==> src/rtl/uart_tx_serializer.sv <==
// UART frame transmitter: start bit, DATA_BITS data bits LSB first, optional parity, one stop bit.
// Every output is a register, so the serial line never glitches on state changes.
module uart_tx_serializer #(
    parameter int CLKS_PER_BIT = 434,
    parameter int DATA_BITS    = 8,
    parameter int PARITY_EN    = 0,
    parameter int PARITY_ODD   = 0
) (
    input  logic                 clock,
    input  logic                 reset,
    input  logic                 send,
    input  logic [DATA_BITS-1:0] data_in,
    output logic                 tx,
    output logic                 tx_available,
    output logic                 tx_done
);

    localparam int CW = $clog2(CLKS_PER_BIT);
    localparam int BW = $clog2(DATA_BITS);
    localparam logic [CW-1:0] CNT_LAST = CW'(CLKS_PER_BIT - 1);
    localparam logic [BW-1:0] BIT_LAST = BW'(DATA_BITS - 1);

    typedef enum logic [2:0] {IDLE, START, DATA, PARITY, STOP} state_t;

    state_t               state, state_n;
    logic [CW-1:0]        cnt, cnt_n;
    logic [BW-1:0]        bit_idx, bit_n;
    logic [DATA_BITS-1:0] shreg, sh_n;
    logic                 par, par_n;
    logic                 tx_n, avail_n, done_n;

    always_ff @(posedge clock) begin
        if (reset) begin
            state        <= IDLE;
            cnt          <= '0;
            bit_idx      <= '0;
            shreg        <= '0;
            par          <= 1'b0;
            tx           <= 1'b1;
            tx_available <= 1'b1;
            tx_done      <= 1'b0;
        end else begin
            state        <= state_n;
            cnt          <= cnt_n;
            bit_idx      <= bit_n;
            shreg        <= sh_n;
            par          <= par_n;
            tx           <= tx_n;
            tx_available <= avail_n;
            tx_done      <= done_n;
        end
    end

    // Next-state logic also computes the level tx must show during the next bit,
    // so that tx can be registered without a cycle of lag.
    always_comb begin
        state_n = state;
        cnt_n   = cnt;
        bit_n   = bit_idx;
        sh_n    = shreg;
        par_n   = par;
        tx_n    = tx;
        avail_n = 1'b0;
        done_n  = 1'b0;

        if (state == IDLE) begin
            tx_n    = 1'b1;
            avail_n = 1'b1;
            if (send) begin
                state_n = START;
                cnt_n   = '0;
                bit_n   = '0;
                sh_n    = data_in;
                par_n   = (^data_in) ^ (PARITY_ODD != 0);
                tx_n    = 1'b0;
                avail_n = 1'b0;
            end
        end else if (cnt != CNT_LAST) begin
            cnt_n = cnt + 1'b1;
        end else begin
            cnt_n = '0;
            case (state)
                START: begin
                    state_n = DATA;
                    bit_n   = '0;
                    tx_n    = shreg[0];
                end
                DATA: begin
                    if (bit_idx == BIT_LAST) begin
                        if (PARITY_EN != 0) begin
                            state_n = PARITY;
                            tx_n    = par;
                        end else begin
                            state_n = STOP;
                            tx_n    = 1'b1;
                        end
                    end else begin
                        bit_n = bit_idx + 1'b1;
                        sh_n  = shreg >> 1;
                        tx_n  = shreg[1];
                    end
                end
                PARITY: begin
                    state_n = STOP;
                    tx_n    = 1'b1;
                end
                STOP: begin
                    state_n = IDLE;
                    tx_n    = 1'b1;
                    avail_n = 1'b1;
                    done_n  = 1'b1;
                end
                default: begin
                    state_n = IDLE;
                    tx_n    = 1'b1;
                    avail_n = 1'b1;
                end
            endcase
        end
    end

endmodule

==> config.mk <==
export PLATFORM = sky130hd
export DESIGN_NAME = uart_tx_serializer
export DESIGN_NICKNAME = d
export VERILOG_FILES = /design/src/rtl/uart_tx_serializer.sv
export SDC_FILE = /design/constraint.sdc
export NUM_CORES = 1
export LEC_CHECK = 0
export CAP_MARGIN = 10
export CORE_MARGIN = 4
export CORE_UTILIZATION = 59
export DETAILED_ROUTE_END_ITERATION = 12
export PLACE_DENSITY = 0.85
export SYNTH_ARGS = -nofsm -noshare
export SYNTH_HDL_FRONTEND = slang
export SYNTH_SLANG_ARGS = --single-unit
==> constraint.sdc <==
create_clock -name clock -period 3.7 [get_ports clock]
set_input_delay 0.555 -clock clock [delete_from_list [all_inputs] [get_ports clock]]
set_output_delay 0.555 -clock clock [all_outputs]
set_load 0.03 [all_outputs]
* Word level (Yosys, flattened, before mapping)
Index checks and enable logic that the tools add are counted.
** Word-level totals
- Register bits after elaboration :: 26
- Input bits :: 11
- Output and inout bits :: 3
- Logic and storage cells :: 55
** Operators by class
- $add $sub $neg :: 2
- Equality and inequality tests :: 11
- Multiplexer cells :: 27
- Reductions and logical operators :: 8
** Operators with widths (count)
- 2-to-1 mux 8 bit :: 5
- 2-to-1 mux 9 bit :: 3
- 2-to-1 mux 3 bit :: 8
- adder 9 x 1 -> 9 bit (second input constant) :: 1
- inequality test 9 bit (second input constant) :: 1
- one-hot mux 3 bit (3 select lines) :: 1
- 2-to-1 mux 1 bit :: 8
- AND reduction 4 bit :: 2
- == test 3 x 2 -> 1 bit (second input constant) :: 2
- == test 3 bit (second input constant) :: 2
- inequality test 2 bit (second input constant) :: 3
- inequality test 3 bit (second input constant) :: 2
- one-hot mux 3 bit (2 select lines) :: 1
- OR reduction 3 bit :: 2
- adder 3 x 1 -> 3 bit (second input constant) :: 1
- == test 3 x 1 -> 1 bit (second input constant) :: 1
- zero test 3 bit :: 1
- AND reduction 3 bit :: 1
- nonzero test 3 bit :: 1
- one-hot mux 1 bit (2 select lines) :: 1
- nonzero test 2 bit :: 1

* Depth between registers and ports, before layout
- Word-level depth :: 5
- Gate-level depth with buffers :: 8
- Gate-level depth less buffers :: 6

* Least setup slack after synthesis
No wires, ideal clock.
- Path type :: register to register
- From :: register cnt[1]
- To :: register shreg[0]
- Setup time :: 0.080 ns
- Data arrival time :: 1.563 ns
- Required time :: 3.620 ns
- Slack :: 2.057 ns
- Cell stages (with the launch flop) :: 9
- Path buffers :: 2
- Period minus slack after synthesis :: 1.643 ns
- Cell sequence :: dfxtp_1 inv_1 ha_1 and4b_1 buf_2 a41o_4 and2_4 buf_6 a211oi_2
** On the way
- Word-level cells in the longest chain between the ends :: 3
** RTL lines
- from (decl) :: RTL line 26 : logic [CW-1:0] cnt, cnt_n;
- from (signal assigned) :: RTL line 44 : cnt <= cnt_n;
- inequality test 9 bit :: RTL line 78 : end else if (cnt != CNT_LAST) begin
- inequality test 2 bit (no source line)
- AND reduction 4 bit (no source line)
- to (signal assigned) :: RTL line 46 : shreg <= sh_n;
- to (decl) :: RTL line 28 : logic [DATA_BITS-1:0] shreg, sh_n;
No other way between the ends.
A chain may end at the register's enable or synchronous reset.

* Worst setup path in the final report
- From :: register state[2]
- To :: register bit_idx[0]
** On the way
- Word-level cells in the longest chain between the ends :: 4
- Elaborated cells between the ends (all ways) :: 11
- Classes of those cells :: eq/ne: 5; mux: 3; reduce/logical: 3
** RTL lines
- from (decl) :: RTL line 25 : state_t state, state_n;
- from (signal assigned) :: RTL line 43 : state <= state_n;
- == test 3 x 2 -> 1 bit / == test 3 x 1 -> 1 bit (equally long branches) :: RTL line 82 : case (state)
- one-hot mux 3 bit (2 select lines) :: RTL line 82
- 2-to-1 mux 3 bit :: RTL line 78
- 2-to-1 mux 3 bit :: RTL line 66 : if (state == IDLE) begin
- to (signal assigned) :: RTL line 45 : bit_idx <= bit_n;
- to (decl) :: RTL line 27 : logic [BW-1:0] bit_idx, bit_n;
Parallel ways exist; a longest one is shown, timed or not. The select of a mux whose other input is x is not followed.

==> metrics <==
outcome completed; number of storage elements in the synthesis netlist 26; Area contributors post-synth sky130_fd_sc_hd__dfxtp_1 38%, sky130_fd_sc_hd__a211oi_2 7.3%, sky130_fd_sc_hd__a21oi_1 6.2%, sky130_fd_sc_hd__mux2i_1 5.8%, sky130_fd_sc_hd__ha_1 3.6%; area of the core 2210 um2; Crit-path slowest cell sky130_fd_sc_hd__nor2_1; Worst Hold Margin 0.502 ns; share of the clock period used by the worst path after layout 57.7%; power density of the placed cells ~340 nW/um2; final RePlAce weighted congestion 0.857; Max-cap violations 0; global-route wire length before repair 4800 um; all-layer global routing usage 18.5%; Slew Viols, Final 0; Hold Buf Count CTS 0; Max Buffers Root-to-Sink 2; Synth Cell Area about 1400 um2; area share of the largest cell type after synthesis 37.9%; Critical Path End Type flip-flop; clock latency on the worst-skew pair 0.31 ns; Cells after Synth 151; die span in x 56.3 um; final count of hold timing violations 0; clock sinks 26; count of yosys warnings during synthesis 0; number of core rows 17; max-slew headroom at the worst pin around 43%; data arrival time at the worst-slack endpoint 2.38 ns; type of the tightest min-delay check reg2reg; Avg Inst Size Synth 9.10 um2; overall routed net length 2730 um; EDFF count, synth 0; RSZ-0062 raised after global routing no; routed via count 1,151; DRC violations left 0; critical path required time between 3 and 4 ns; share of flip-flops with an asynchronous set or reset 0%; count of buffer and inverter cells on the critical path 0; detailed-placement wirelength estimate 2050 um; number of buffers created by CTS 3; sum of overflow across all layers after global routing 0; Critical Path Max Stage Delay 0.65 ns; syn_nets 166; number of global-route vias before repair approximately 1,100; H-tree depth 1; DR vias/cell 6.22; category of cells accounting for the largest share of critical-path delay simple AND/OR/NAND/NOR gates; Slew @ Worst Pin 0.849 ns; cell type with the largest total area after synthesis sky130_fd_sc_hd__dfxtp_1; Top FF cell, synth sky130_fd_sc_hd__dfxtp_1; startpoint type of the worst setup path flip-flop; Max FO, Critical Path 13; largest net degree at the start of global routing 23; ordered cell list for the critical path nor2_1, a32oi_1, or4_1, a21oi_1; remaining antenna violation count after routing 0; final clock skew roughly 0.0035 ns; largest voltage drop on the vdd net 0.277 mV; y dimension of the die about 56 um; number of failing setup endpoints in the final timing report 0; layout overhead on the synthesized area 9.65%; clock tree from TritonCTS yes; cell at the root of the clock tree sky130_fd_sc_hd__clkbuf_4; CTS-repair resized insts 0; Iter 0 DRT Violations 30; clock slew at the register clock pins of the worst setup and hold paths 0.13 ns; Pre-Repair DR Iteration Count 4; ant diodes 0; Setup Buffers After CTS 0; Fmax 0.468 GHz; total die area 3160 um2; I/O pin count 14; antenna violations before repair 0; Setup Total Neg Slack 0 ns; register area share after synthesis 37.9%; worst setup path class reg2reg; leakage power of the design 0.510 nW; final critical-path required period 2.14 ns; Final Net Count 174; Port Buf Inserts 13; drt wl/cell between 10 and 15 um; Yosys cell types 42; fraction of layout instances using a drive strength above 1 a little under a tenth; initial core utilization 62.1%
-- metrics by stage --
| step | power, W | setup slack [ns] | cell area (um2) | utilization, % | cells |
|---|---|---|---|---|---|
| 2_1_floorplan | 0.000371 | 2.06 | 1370 | - | 151 |
| 3_3_place_gp | 0.000393 | 1.55 | 1480 | 67.1 | 182 |
| 3_5_place_dp | 0.000397 | 1.51 | 1480 | 67.1 | 182 |
| 4_1_cts | 0.000514 | 1.57 | 1510 | 68.1 | 185 |
| 5_1_grt | 0.000538 | 1.38 | 1510 | 68.1 | 185 |
| 6_report | 0.000506 | 1.56 | 1510 | 68.1 | 185 |
-- registers in the layout, summed over array words and instances, names as in the netlist --
register and cells:
state 3, bit_idx 3, shreg 8, tx 1
tx_done 1, cnt 9, tx_available 1
-- final timing paths --
kind              cells past startpoint     start  slack, ns    endpoint
setup / recovery                      4  state[2]       1.56  bit_idx[0]
setup reg to reg                      4  state[2]       1.56  bit_idx[0]
hold / removal                        1    cnt[8]       0.50      cnt[8]
hold reg to reg                       1    cnt[8]       0.50      cnt[8]
-- final cells by class --
| type | count | area, um2 |
|---|---|---|
| multi-input combinational | 112 | 783 |
| fill | 190 | 706 |
| sequential | 26 | 520 |
| timing repair buffer | 14 | 138 |
| tap | 28 | 35.0 |
| clock buffer | 3 | 22.5 |
| inverter | 2 | 7.51 |
-- synthesized netlist by cell type, types with 2 or more instances --
cell / count
sky130_fd_sc_hd__a21oi_1: 17
sky130_fd_sc_hd__clkbuf_1: 2
sky130_fd_sc_hd__a211oi_2: 8
sky130_fd_sc_hd__buf_6: 2
sky130_fd_sc_hd__a31oi_1: 3
sky130_fd_sc_hd__nor3_1: 3
sky130_fd_sc_hd__and3_1: 3
sky130_fd_sc_hd__mux2i_1: 8
sky130_fd_sc_hd__nor2b_1: 3
sky130_fd_sc_hd__buf_1: 2
sky130_fd_sc_hd__nor2_1: 11
sky130_fd_sc_hd__o21ai_0: 5
sky130_fd_sc_hd__nand3_1: 5
sky130_fd_sc_hd__o211ai_1: 4
sky130_fd_sc_hd__or3_1: 5
sky130_fd_sc_hd__a32oi_1: 2
sky130_fd_sc_hd__ha_1: 4
sky130_fd_sc_hd__dfxtp_1: 26
sky130_fd_sc_hd__nand2_1: 10
sky130_fd_sc_hd__buf_2: 5
sky130_fd_sc_hd__inv_1: 2
-- logic make-up (layout without fill, tap and decap cells) --
family / Yosys count / after routing / synth area share (%)
and+or+nand+nor: 49 / 49 / 18.9
buffers and inverters: 13 / 19 / 5.10
DFF: 26 / 26 / 37.9
adders and majority gates: 4 / 4 / 3.64
xor gates and xnor gates: 2 / 2 / 1.28
AOI/OAI and AO/OA: 49 / 49 / 27.3
muxes: 8 / 8 / 5.83
-- metal layers --
layer / GRT usage [%] / routed length, um
met3: 3.45 / 134
met5: 0 / 0
met2: 31.1 / 1350
met1: 23.5 / 1220
met4: 6.44 / 29
-- where the power goes --
part / internal [W] / switching (W) / total [W]
clock: 0.0000381 / 0.0000775 / 0.000116
sequential: 0.000295 / 0.0000121 / 0.000307
combinational: 0.0000382 / 0.0000457 / 0.0000839
total: 0.000371 / 0.000135 / 0.000506
-- cell usage in the layout (no fill, tap or decap), types with 2 or more instances in the layout --
| cell type | count |
|---|---|
| sky130_fd_sc_hd__o21ai_0 | 5 |
| sky130_fd_sc_hd__nand2_1 | 10 |
| sky130_fd_sc_hd__a21oi_1 | 17 |
| sky130_fd_sc_hd__mux2i_1 | 8 |
| sky130_fd_sc_hd__a32oi_1 | 2 |
| sky130_fd_sc_hd__and3_1 | 3 |
| sky130_fd_sc_hd__clkdlybuf4s50_1 | 13 |
| sky130_fd_sc_hd__nor2_1 | 11 |
| sky130_fd_sc_hd__inv_1 | 2 |
| sky130_fd_sc_hd__dfxtp_1 | 26 |
| sky130_fd_sc_hd__or3_1 | 5 |
| sky130_fd_sc_hd__ha_1 | 4 |
| sky130_fd_sc_hd__nor3_1 | 3 |
| sky130_fd_sc_hd__clkbuf_4 | 3 |
| sky130_fd_sc_hd__nor2b_1 | 3 |
| sky130_fd_sc_hd__nand3_1 | 5 |
| sky130_fd_sc_hd__o211ai_1 | 4 |
| sky130_fd_sc_hd__a211oi_2 | 8 |
| sky130_fd_sc_hd__a31oi_1 | 3 |
Power figures use the tool's default switching activity.
